[src/rtl/wb_burst_reader_pkg.sv]
// wb_burst_reader_pkg: shared state encoding and Wishbone cycle-type constants
package wb_burst_reader_pkg;
    typedef enum logic [1:0] {IDLE, READ, DRAIN} state_t;
    localparam logic [2:0] CTI_CLASSIC = 3'b000;
    localparam logic [2:0] CTI_INCR    = 3'b010;
    localparam logic [2:0] CTI_END     = 3'b111;
endpackage

[src/rtl/wshb_if.sv]
// wshb_if: Wishbone bus bundle carrying clock, reset and all cycle signals
interface wshb_if (
    input logic clk,
    input logic rst
);
    logic        cyc;
    logic        stb;
    logic        we;
    logic        ack;
    logic        err;
    logic        rty;
    logic [3:0]  sel;
    logic [31:0] adr;
    logic [31:0] dat_ms;
    logic [31:0] dat_sm;
    logic [2:0]  cti;
    logic [1:0]  bte;
    modport master (
        input  clk, rst, ack, err, rty, dat_sm,
        output cyc, stb, we, sel, adr, cti, bte, dat_ms
    );
    modport slave (
        input  clk, rst, cyc, stb, we, sel, adr, cti, bte, dat_ms,
        output ack, err, rty, dat_sm
    );
endinterface

[src/rtl/wb_reader_fifo.sv]
// wb_reader_fifo: first-word-fall-through 32-bit FIFO buffering bus read data
module wb_reader_fifo #(
    parameter int DEPTH = 8
) (
    input  logic        clk,
    input  logic        rst,
    input  logic        flush,
    input  logic        push,
    input  logic [31:0] din,
    input  logic        pop,
    output logic [31:0] dout,
    output logic        empty,
    output logic        full
);
    localparam int AW = $clog2(DEPTH);
    logic [31:0] mem [DEPTH];
    logic [AW-1:0] wr_ptr;
    logic [AW-1:0] rd_ptr;
    logic [AW:0] count;
    logic do_push;
    logic do_pop;
    assign do_push = push && !full;
    assign do_pop = pop && !empty;
    assign empty = count == '0;
    assign full = count == (AW+1)'(DEPTH);
    assign dout = empty ? 32'h0 : mem[rd_ptr];
    // pointer and occupancy bookkeeping; a simultaneous push and pop leaves count unchanged
    always_ff @(posedge clk or posedge rst)
        if (rst) begin
            wr_ptr <= '0;
            rd_ptr <= '0;
            count <= '0;
        end else if (flush) begin
            wr_ptr <= '0;
            rd_ptr <= '0;
            count <= '0;
        end else begin
            wr_ptr <= wr_ptr + AW'(do_push);
            rd_ptr <= rd_ptr + AW'(do_pop);
            count <= count + (AW+1)'(do_push) - (AW+1)'(do_pop);
        end
    // storage array, no reset needed since reads are masked while empty
    always_ff @(posedge clk)
        if (do_push) mem[wr_ptr] <= din;
endmodule

[src/rtl/wb_burst_reader.sv]
// wb_burst_reader: Wishbone master streaming a word block out through a FIFO (burst cycles with WB_BURST_READER_BURST_EN)
module wb_burst_reader
    import wb_burst_reader_pkg::*;
#(
    parameter int FIFO_DEPTH = 8,
    parameter int LEN_WIDTH = 16
) (
    wshb_if.master               wb_m,
    input  logic                 start,
    input  logic [31:0]          base_adr,
    input  logic [LEN_WIDTH-1:0] length,
    output logic                 busy,
    output logic                 done,
    output logic [31:0]          out_data,
    output logic                 out_valid,
    input  logic                 out_ready
);
    state_t state;
    state_t state_nxt;
    logic [31:0] adr_q;
    logic [LEN_WIDTH-1:0] remaining;
    logic [LEN_WIDTH-1:0] pending;
    logic accept;
    logic beat;
    logic pop;
    logic empty;
    logic full;
    assign accept = state == IDLE && start;
    assign beat = wb_m.stb && wb_m.ack;
    assign pop = out_valid && out_ready;
    assign out_valid = !empty;
    assign wb_m.we = 1'b0;
    assign wb_m.sel = 4'b1111;
    assign wb_m.bte = 2'b00;
    assign wb_m.dat_ms = 32'h0;
    wb_reader_fifo #(.DEPTH(FIFO_DEPTH)) u_fifo (
        .clk(wb_m.clk),
        .rst(wb_m.rst),
        .flush(accept),
        .push(beat),
        .din(wb_m.dat_sm),
        .pop(pop),
        .dout(out_data),
        .empty(empty),
        .full(full)
    );
    // state register
    always_ff @(posedge wb_m.clk or posedge wb_m.rst)
        if (wb_m.rst) state <= IDLE;
        else state <= state_nxt;
    // next state: finish reading on the last ack, finish draining on the pop of the last outstanding word
    always_comb begin
        state_nxt = state;
        if (accept && length != '0) state_nxt = READ;
        if (state == READ && beat && remaining == LEN_WIDTH'(1)) state_nxt = DRAIN;
        if (state == DRAIN && pop && pending == LEN_WIDTH'(1)) state_nxt = IDLE;
    end
    // bus outputs decoded from state; stb backs off while the FIFO is full
    always_comb begin
        wb_m.cyc = state == READ;
        wb_m.stb = state == READ && !full;
        wb_m.adr = adr_q;
        busy = state != IDLE;
`ifdef WB_BURST_READER_BURST_EN
        wb_m.cti = state != READ ? CTI_CLASSIC : (remaining == LEN_WIDTH'(1) ? CTI_END : CTI_INCR);
`else
        wb_m.cti = CTI_CLASSIC;
`endif
    end
    // address, beats left on the bus, words not yet consumed downstream, and the done pulse
    always_ff @(posedge wb_m.clk or posedge wb_m.rst)
        if (wb_m.rst) begin
            adr_q <= 32'h0;
            remaining <= '0;
            pending <= '0;
            done <= 1'b0;
        end else begin
            done <= (accept && length == '0) || (state == DRAIN && pop && pending == LEN_WIDTH'(1));
            if (accept) begin
                adr_q <= {base_adr[31:2], 2'b00};
                remaining <= length;
                pending <= length;
            end else begin
                if (beat) begin
                    adr_q <= adr_q + 32'd4;
                    remaining <= remaining - LEN_WIDTH'(1);
                end
                if (pop) pending <= pending - LEN_WIDTH'(1);
            end
        end
endmodule

[src/flat_wrapper.sv]
// flat-port wrapper written by rule: the top's interface ports become plain ports
module wb_burst_reader_flat import wb_burst_reader_pkg::*;
#(
    parameter int FIFO_DEPTH = 8,
    parameter int LEN_WIDTH = 16
)
  (start, base_adr, length, busy, done, out_data, out_valid, out_ready, clk, rst, wb_m_ack, wb_m_err, wb_m_rty, wb_m_dat_sm, wb_m_cyc, wb_m_stb, wb_m_we, wb_m_sel, wb_m_adr, wb_m_cti, wb_m_bte, wb_m_dat_ms);
  wshb_if wb_m_i (.clk(clk), .rst(rst));
  input  logic start;
  input  logic [31:0] base_adr;
  input  logic [LEN_WIDTH-1:0] length;
  output logic busy;
  output logic done;
  output logic [31:0] out_data;
  output logic out_valid;
  input  logic out_ready;
  input wire logic clk;
  input wire logic rst;
  input wire logic [$bits(wb_m_i.ack)-1:0] wb_m_ack;
  input wire logic [$bits(wb_m_i.err)-1:0] wb_m_err;
  input wire logic [$bits(wb_m_i.rty)-1:0] wb_m_rty;
  input wire logic [$bits(wb_m_i.dat_sm)-1:0] wb_m_dat_sm;
  output wire logic [$bits(wb_m_i.cyc)-1:0] wb_m_cyc;
  output wire logic [$bits(wb_m_i.stb)-1:0] wb_m_stb;
  output wire logic [$bits(wb_m_i.we)-1:0] wb_m_we;
  output wire logic [$bits(wb_m_i.sel)-1:0] wb_m_sel;
  output wire logic [$bits(wb_m_i.adr)-1:0] wb_m_adr;
  output wire logic [$bits(wb_m_i.cti)-1:0] wb_m_cti;
  output wire logic [$bits(wb_m_i.bte)-1:0] wb_m_bte;
  output wire logic [$bits(wb_m_i.dat_ms)-1:0] wb_m_dat_ms;
  assign wb_m_i.ack = wb_m_ack;
  assign wb_m_i.err = wb_m_err;
  assign wb_m_i.rty = wb_m_rty;
  assign wb_m_i.dat_sm = wb_m_dat_sm;
  assign wb_m_cyc = wb_m_i.cyc;
  assign wb_m_stb = wb_m_i.stb;
  assign wb_m_we = wb_m_i.we;
  assign wb_m_sel = wb_m_i.sel;
  assign wb_m_adr = wb_m_i.adr;
  assign wb_m_cti = wb_m_i.cti;
  assign wb_m_bte = wb_m_i.bte;
  assign wb_m_dat_ms = wb_m_i.dat_ms;
  wb_burst_reader #(.FIFO_DEPTH(FIFO_DEPTH), .LEN_WIDTH(LEN_WIDTH)) u_core (.wb_m(wb_m_i), .start(start), .base_adr(base_adr), .length(length), .busy(busy), .done(done), .out_data(out_data), .out_valid(out_valid), .out_ready(out_ready));
endmodule
[config.mk]
export PLATFORM = sky130hd
export DESIGN_NAME = wb_burst_reader_flat
export DESIGN_NICKNAME = d
export VERILOG_FILES = /design/src/rtl/wb_burst_reader_pkg.sv /design/src/rtl/wshb_if.sv /design/src/rtl/wb_reader_fifo.sv /design/src/rtl/wb_burst_reader.sv /design/src/flat_wrapper.sv
export SDC_FILE = /design/constraint.sdc
export NUM_CORES = 1
export LEC_CHECK = 0
export ABC_CLOCK_PERIOD_IN_PS = 6900
export CORE_ASPECT_RATIO = 0.7
export CORE_MARGIN = 10
export CORE_UTILIZATION = 55
export DETAILED_ROUTE_END_ITERATION = 16
export PLACE_DENSITY = 0.8
export SYNTH_ARGS = -nofsm -noshare
export SYNTH_HDL_FRONTEND = slang
export SYNTH_SLANG_ARGS = --single-unit
[constraint.sdc]
create_clock -name clk -period 6.9 [get_ports clk]
set_input_delay 1.38 -clock clk [delete_from_list [all_inputs] [get_ports clk]]
set_output_delay 1.38 -clock clk [all_outputs]
set_load 0.02 [all_outputs]
==> results.md, run 1 <==
- Status: complete, no violations
- FMAX: 204 MHz
- Number of global-route vias before repair: 8519
- Clock Tree Root: clkbuf_16
- Yosys cell types: 54
- Initial antenna violation count: 0
- Post-Syn Area: 14300 µm²
- Worst-Margin Slew: 1.35 ns
- Post-synth top flop: edfxtp_1
- Initial DRC count: 563
- Layout Skew: 0.0157 ns
- LEAKAGE: 5.84 nW
- Io pins: 198
- Number of H-tree levels: 1
- Final core utilization: 66.0%
- Cell count after placement: 1379
- Worst Path Arrival: 3.53 ns
- CP endpoint kind: output pin
- Antenna-violating nets left: 0
- Synthesized netlist cell count: 926
- Final Cycle Share: 71.2%
- Total negative setup slack: 0 ns
- Crit start category: flop
- Largest net degree at the start of global routing: 70
- Clock Sinks: 331
- Inserted Clock Buffers: 30
- Peak VDD IR: 243 µV
- Yosys warns: 0
- Final Critical Period: 4.91 ns
- Pwr Density: 425 nW/µm²
- Post-DP HPWL: 20000 µm
- Post-synthesis sequential area ratio: 66.9%
- # nets final: 1183
- Post-CTS Resized: 0
- Max Root-Sink Buffers: 3
- Number of synthesized flops with an enable pin: 256
- First-pass GRT wire length: 49300 µm
- CTS tree: done
- RSZ-0062 raised after global routing: no
- RD Place Congestion: 0.837
- Share of the synthesized area in the top cell type: 53.8%
- # diodes: 0
- Placed Area: 16000 µm²
- FF-to-FF setup slack: 3.29 ns
- WL/cell: 22.2 µm
- Die W: 213 µm
- GRT Total Usage: 19.1%
- Critical path required time: 5.52 ns
- Via count: 8464
- Final Max Slew Viols: 0
- Critical R2R Capture: u_core.u_fifo.count[2]
- Synth area leader: edfxtp_1
- Synth top area cells: edfxtp_1, dfrtp_1, mux4_2
- Finished Cell Area: 16900 µm²
- Max Cap Viol: 0
- GRT overflow: 0
- Vias per std cell: 5.90
- Most common cell after layout, fill and taps aside: edfxtp_1
- Clock latency on the worst-skew pair: 0.55 ns
- Crit Path Class: reg -> out
- PortBufs: 149
- DIE AREA: 32900 µm²
- Hold buffer count at cts: 0
- Seq cells post-synth: 331
- Core Region: 25600 µm²
- Non-Filler Instances: 1435
- Worst slew margin: 9.38%
- Area Growth Syn to Fin: 18.4%
- DRT Pass-1 Iters: 6
- Worst setup path endpoint: out_data[11]
- Final WL: 31900 µm
- R2R depth: 12
- Launching point of the worst reg2reg path: u_core.u_fifo.count[2]
- Layout cell share with drive strength beyond 1: 13.2%
- Initial core utilization: 55.7%
- FILL cells: 1780
- Post-Syn Area per Cell: 15.4 µm²
- Setup violation total in the final timing report: 0
- Critical Path Start: u_core.u_fifo.rd_ptr[0]
- Std-Cell Rows: 49
- Hold Path Class: reg -> reg
- Most frequent cells in the layout: edfxtp_1, clkdlybuf4s50_1, dfrtp_1
- DR DRC count: 0
- Chip Height: 155 µm
- Max FO, Critical Path: 47
- Reg clk slew, reported paths: 0.07 ns
- Post-synth ARST share: 22.7%
- Hold Fails Final Rpt: 0
- Setup Fix Bufs, Post-CTS: 0
## metal layers
| metal | GRT usage (%) | wire, µm |
|---|---|---|
| met3 | 3.11 | 2170 |
| met2 | 30.4 | 15200 |
| met5 | 0 | 0 |
| met4 | 4.00 | 602 |
| met1 | 27.4 | 13900 |
## state kept, by name, indices dropped and copies added (netlist names)
| name | cells |
|---|---|
| u_core.done | 1 |
| u_core.pending | 16 |
| u_core.u_fifo.rd_ptr | 3 |
| u_core.state | 2 |
| u_core.wb_m.adr | 30 |
| u_core.u_fifo.wr_ptr | 3 |
| u_core.remaining | 16 |
| u_core.u_fifo.count | 4 |
| u_core.u_fifo.mem | 256 |
## worst min-delay path by stage
stage                    startpoint                    to  slack [ns]  depth (start not counted)
2_1_floorplan    u_core.pending[15]       u_core.state[1]        0.51                          2
3_3_place_gp    u_core.wb_m.adr[12]   u_core.wb_m.adr[12]        0.54                          1
3_5_place_dp   u_core.remaining[15]  u_core.remaining[15]        0.56                          1
4_1_cts         u_core.wb_m.adr[12]   u_core.wb_m.adr[12]        0.57                          1
5_1_grt         u_core.wb_m.adr[12]   u_core.wb_m.adr[12]        0.58                          1
6_report       u_core.remaining[15]  u_core.remaining[15]        0.57                          1
## through the flow
stage	hold slack (ns)	total power, mW	setup slack [ns]
2_1_floorplan	0.514	4.68	0.764
3_3_place_gp	0.539	5.68	2.32
3_5_place_dp	0.556	5.75	2.27
4_1_cts	0.566	7.26	1.88
5_1_grt	0.581	7.60	1.71
6_report	0.566	7.19	1.99
## synth_stat cells, types with 3 or more instances
| cell | n |
|---|---|
| o211ai_1 | 18 |
| a21oi_1 | 18 |
| a31oi_1 | 3 |
| a221o_1 | 4 |
| buf_4 | 44 |
| xnor2_1 | 18 |
| o311ai_0 | 13 |
| a21o_1 | 3 |
| mux2i_1 | 33 |
| or4_1 | 4 |
| nand4_1 | 16 |
| nor4_1 | 10 |
| nand2_1 | 61 |
| dfrtp_1 | 75 |
| buf_2 | 6 |
| nand3_1 | 26 |
| inv_1 | 16 |
| mux4_2 | 64 |
| and2_1 | 8 |
| xor2_1 | 12 |
| nor3b_1 | 5 |
| nor3_1 | 12 |
| edfxtp_1 | 256 |
| or2_2 | 3 |
| o21ai_0 | 35 |
| nor2_1 | 71 |
| or3_1 | 3 |
| and3_1 | 4 |
| buf_1 | 7 |
| and4_1 | 3 |
| clkbuf_1 | 29 |
| ha_1 | 15 |
| a41oi_1 | 3 |
## layout make-up
class,instances,area [µm²],share of cell area (%)
flip-flops and latches,331,9570,56.6
well taps,331,414,2.45
multi-input cells,534,4370,25.8
clock buffers,37,777,4.59
clock inverters,19,104,0.614
inverters,17,63.8,0.377
repair buffers,166,1620,9.57
## critical path, cell delays in order, from the launching register on
cell             delay [ns]
dfrtp_4                1.02
buf_4                  0.50
mux4_2                 0.55
mux2i_1                0.21
nor2_1                 0.06
clkdlybuf4s50_1        0.55
## power by group
part	internal, mW	switching [mW]	total (mW)
Clock	0.800	0.695	1.50
Combinational	1.29	1.41	2.71
Sequential	2.57	0.414	2.99
Total	4.67	2.52	7.19
## cell families after synthesis
group           Yosys count  synth area share (%)
compound gates          103                  4.77
mux                      97                  12.4
other cells               2                0.0526
fa+ha+maj                16                  1.45
flops                   331                  66.9
simple gates            244                  8.62
xor+xnor                 30                  1.84
buf+inv                 103                  3.91
No activity file was read; power rests on OpenSTA's default activity.
==> run 2, diff against run 1 <==
- ABC_CLOCK_PERIOD_IN_PS: 6900 -> 5000
- clock period: 6.9 -> 5 ns (I/O delays scaled with it)
==> results.md, run 2 (same netlist as run 1, synthesis figures left out) <==
- FILL cells: 1780 (unchanged)
- Initial DRC count: 711 (+26%)
- Post-CTS Resized: 0 (unchanged)
- Max FO, Critical Path: 36 (-23%)
- DR DRC count: 0 (unchanged)
- Worst path bufs/invs: 2 (unchanged)
- Io pins: 198 (unchanged)
- Std-Cell Rows: 49 (unchanged)
- Crit start category: flop
- Clock Tree Root: clkbuf_16
- Inserted Clock Buffers: 31 (+3.3%)
- DIE AREA: 32900 µm² (unchanged)
- Worst slew margin: 35.5% (+26 points)
- Largest net degree at the start of global routing: 70 (unchanged)
- Hold path cells: 1 (unchanged)
- Total negative setup slack: 0 ns (unchanged)
- Clock latency on the worst-skew pair: 0.55 ns (about the same)
- GRT overflow: 0 (unchanged)
- Die W: 213 µm (unchanged)
- Flop pwr share: 39.7% (-1.9 points)
- RD Place Congestion: 0.842 (+0.67%)
- FMAX: 239 MHz
- Most frequent cells in the layout: edfxtp_1, clkdlybuf4s50_1, dfrtp_1
- DRT Pass-1 Iters: 4 (-2)
- Final Critical Period: 4.19 ns
- Vias per std cell: 5.84 (-0.95%)
- Final Max Slew Viols: 0 (unchanged)
- Peak VDD IR: 350 µV (+44%)
- Worst hold start: u_core.remaining[15]
- GRT Total Usage: 19.3% (+0.14 points)
- Crit Path Class: reg -> out
- Post-DP HPWL: 20000 µm (-0.18%)
- # nets final: 1186 (+0.25%)
- Worst Path Arrival: 3.19 ns (-0.34 ns)
- Number of H-tree levels: 1 (unchanged)
- CTS tree: done
- Number of global-route vias before repair: 8353 (-1.9%)
- Hold Path Class: reg -> reg
- CP peak stage delay: 0.83 ns (-0.19 ns)
- CP endpoint kind: output pin
- First-pass GRT wire length: 49800 µm (+1.0%)
- Clock Sinks: 331 (unchanged)
- Most common cell after layout, fill and taps aside: edfxtp_1
- Critical path required time: 4.00 ns (-1.52 ns)
- Power share of the combinational group: 36.8% (-0.8 points)
- Crit-path slowest cell: dfrtp_4
- P_sw: 3.49 mW (+39%)
- Clk network pwr share: 23.5% (+2.7 points)
- Top reg by flops: u_core.u_fifo.mem
- Status: complete, no violations
- Largest register FFs: 256 (unchanged)
- R2R depth: 10 (-2)
- Pwr Density: 601 nW/µm² (+41%)
- Area Growth Syn to Fin: 20.0%
- Critical R2R Capture: u_core.wb_m.adr[8]
- Chip Height: 155 µm (unchanged)
- Layout cell share with drive strength beyond 1: 13.9% (+0.69 points)
- LEAKAGE: 5.94 nW (+1.8%)
- Internal: 6.80 mW (+46%)
- RSZ-0062 raised after global routing: no
- Setup Fix Bufs, Post-CTS: 0 (unchanged)
- PortBufs: 149 (unchanged)
- Antenna-violating nets left: 0 (unchanged)
- Hold buffer count at cts: 0 (unchanged)
- Launching point of the worst reg2reg path: u_core.u_fifo.count[2]
- Endpoint, Worst Hold: u_core.remaining[15]
- Cells along the critical path: buf_12, mux4_2, mux2i_1, nor2_1, clkdlybuf4s50_1
- Core Region: 25600 µm² (unchanged)
- Final WL: 31900 µm (-0.13%)
- Reg clk slew, reported paths: 0.07 ns (about the same)
- Initial core utilization: 55.7% (unchanged)
- Finished Cell Area: 17100 µm² (+1.3%)
- Placed Area: 16100 µm² (+0.28%)
- Worst-Margin Slew: 0.968 ns (-0.385 ns)
- Max Root-Sink Buffers: 3 (unchanged)
- Hold Fails Final Rpt: 0 (unchanged)
- Max Cap Viol: 0 (unchanged)
- Sw frac: 34.0% (-1.1 points)
- Layout Skew: 0.0140 ns (-0.00175 ns)
- FF-to-FF setup slack: 1.53 ns (-1.76 ns)
- Delay-heaviest family, CP: buffers and inverters
- WL/cell: 22.1 µm (-0.41%)
- Setup violation total in the final timing report: 0 (unchanged)
- Final Cycle Share: 83.7%
- Via count: 8407 (-0.67%)
- Initial antenna violation count: 2 (+2)
[run 2: changes by cell type in the layout (fill, tap and decap cells not counted), sizes merged]
cell    previous run  this run
clkinv            17        12
inv               16        17
bufinv             0         6
buf               17        19
diode              0         1
clkbuf            37        36
[run 2: worst max path at each step]
stage	startpoint	to	slack [ns]	cells past startpoint
after detailed placement	wb_m_ack	u_core.wb_m.adr[8]	1.22	9
final	u_core.u_fifo.rd_ptr[0]	out_data[8]	0.81	5
after global routing	u_core.u_fifo.rd_ptr[0]	out_data[8]	0.58	5
after CTS	u_core.u_fifo.rd_ptr[0]	out_data[8]	0.73	5
after floorplan	wb_m_ack	u_core.u_fifo.mem[6][0]	0.10	7
after global placement	wb_m_ack	u_core.wb_m.adr[11]	1.29	9
[run 2: routing by layer]
metal	part of all wire [%]	up-vias	global-route usage [%]
li1	-	3821	-
met1	43	4221	27.8
met2	47	315	29.7
met3	8.1	48	4.12
met4	1.8	2	3.93
met5	0.028	-	0
[run 2: power groups by stage]
stage / clock [mW] / sequential (mW) / combinational [mW]
floorplan: 0 / 4.01 / 2.45
global placement: 0 / 4.10 / 3.76
detailed placement: 0 / 4.13 / 3.83
CTS: 2.47 / 4.08 / 3.85
global route: 2.59 / 4.16 / 4.12
finish: 2.42 / 4.08 / 3.79
[run 2: area by class of cell]
cell class | count | area (µm²) | share of cell area, %
sequential | 331 | 9570 | 55.8
antenna | 1 | 2.50 | 0.0146
inverter | 17 | 63.8 | 0.372
tap | 331 | 414 | 2.42
clock buffer | 36 | 795 | 4.64
timing repair buffer | 168 | 1650 | 9.61
clock inverter | 21 | 255 | 1.49
multi-input combinational | 534 | 4390 | 25.6
[run 2: worst reg2reg max path, cell delays in order (launching register included)]
cell and delay (ns):
dfrtp_1 0.36, inv_1 0.10, ha_1 0.14, nor3b_1 0.56, or2_2 0.83, clkinv_1 0.25
buf_4 0.28, nor2_1 0.33, buf_4 0.27, o21ai_0 0.10, o311ai_0 0.11
[run 2: through the flow]
step	hold slack (ns)	power [mW]	instances	utilization (%)	worst slack [ns]
after CTS	0.566	10.4	1438	66.9	0.730
final	0.558	10.3	1439	66.9	0.815
after global placement	0.541	7.86	1381	62.8	1.29
after detailed placement	0.558	7.96	1381	62.8	1.22
after global routing	0.572	10.9	1439	66.9	0.578
after floorplan	0.514	6.46	968	-	0.102
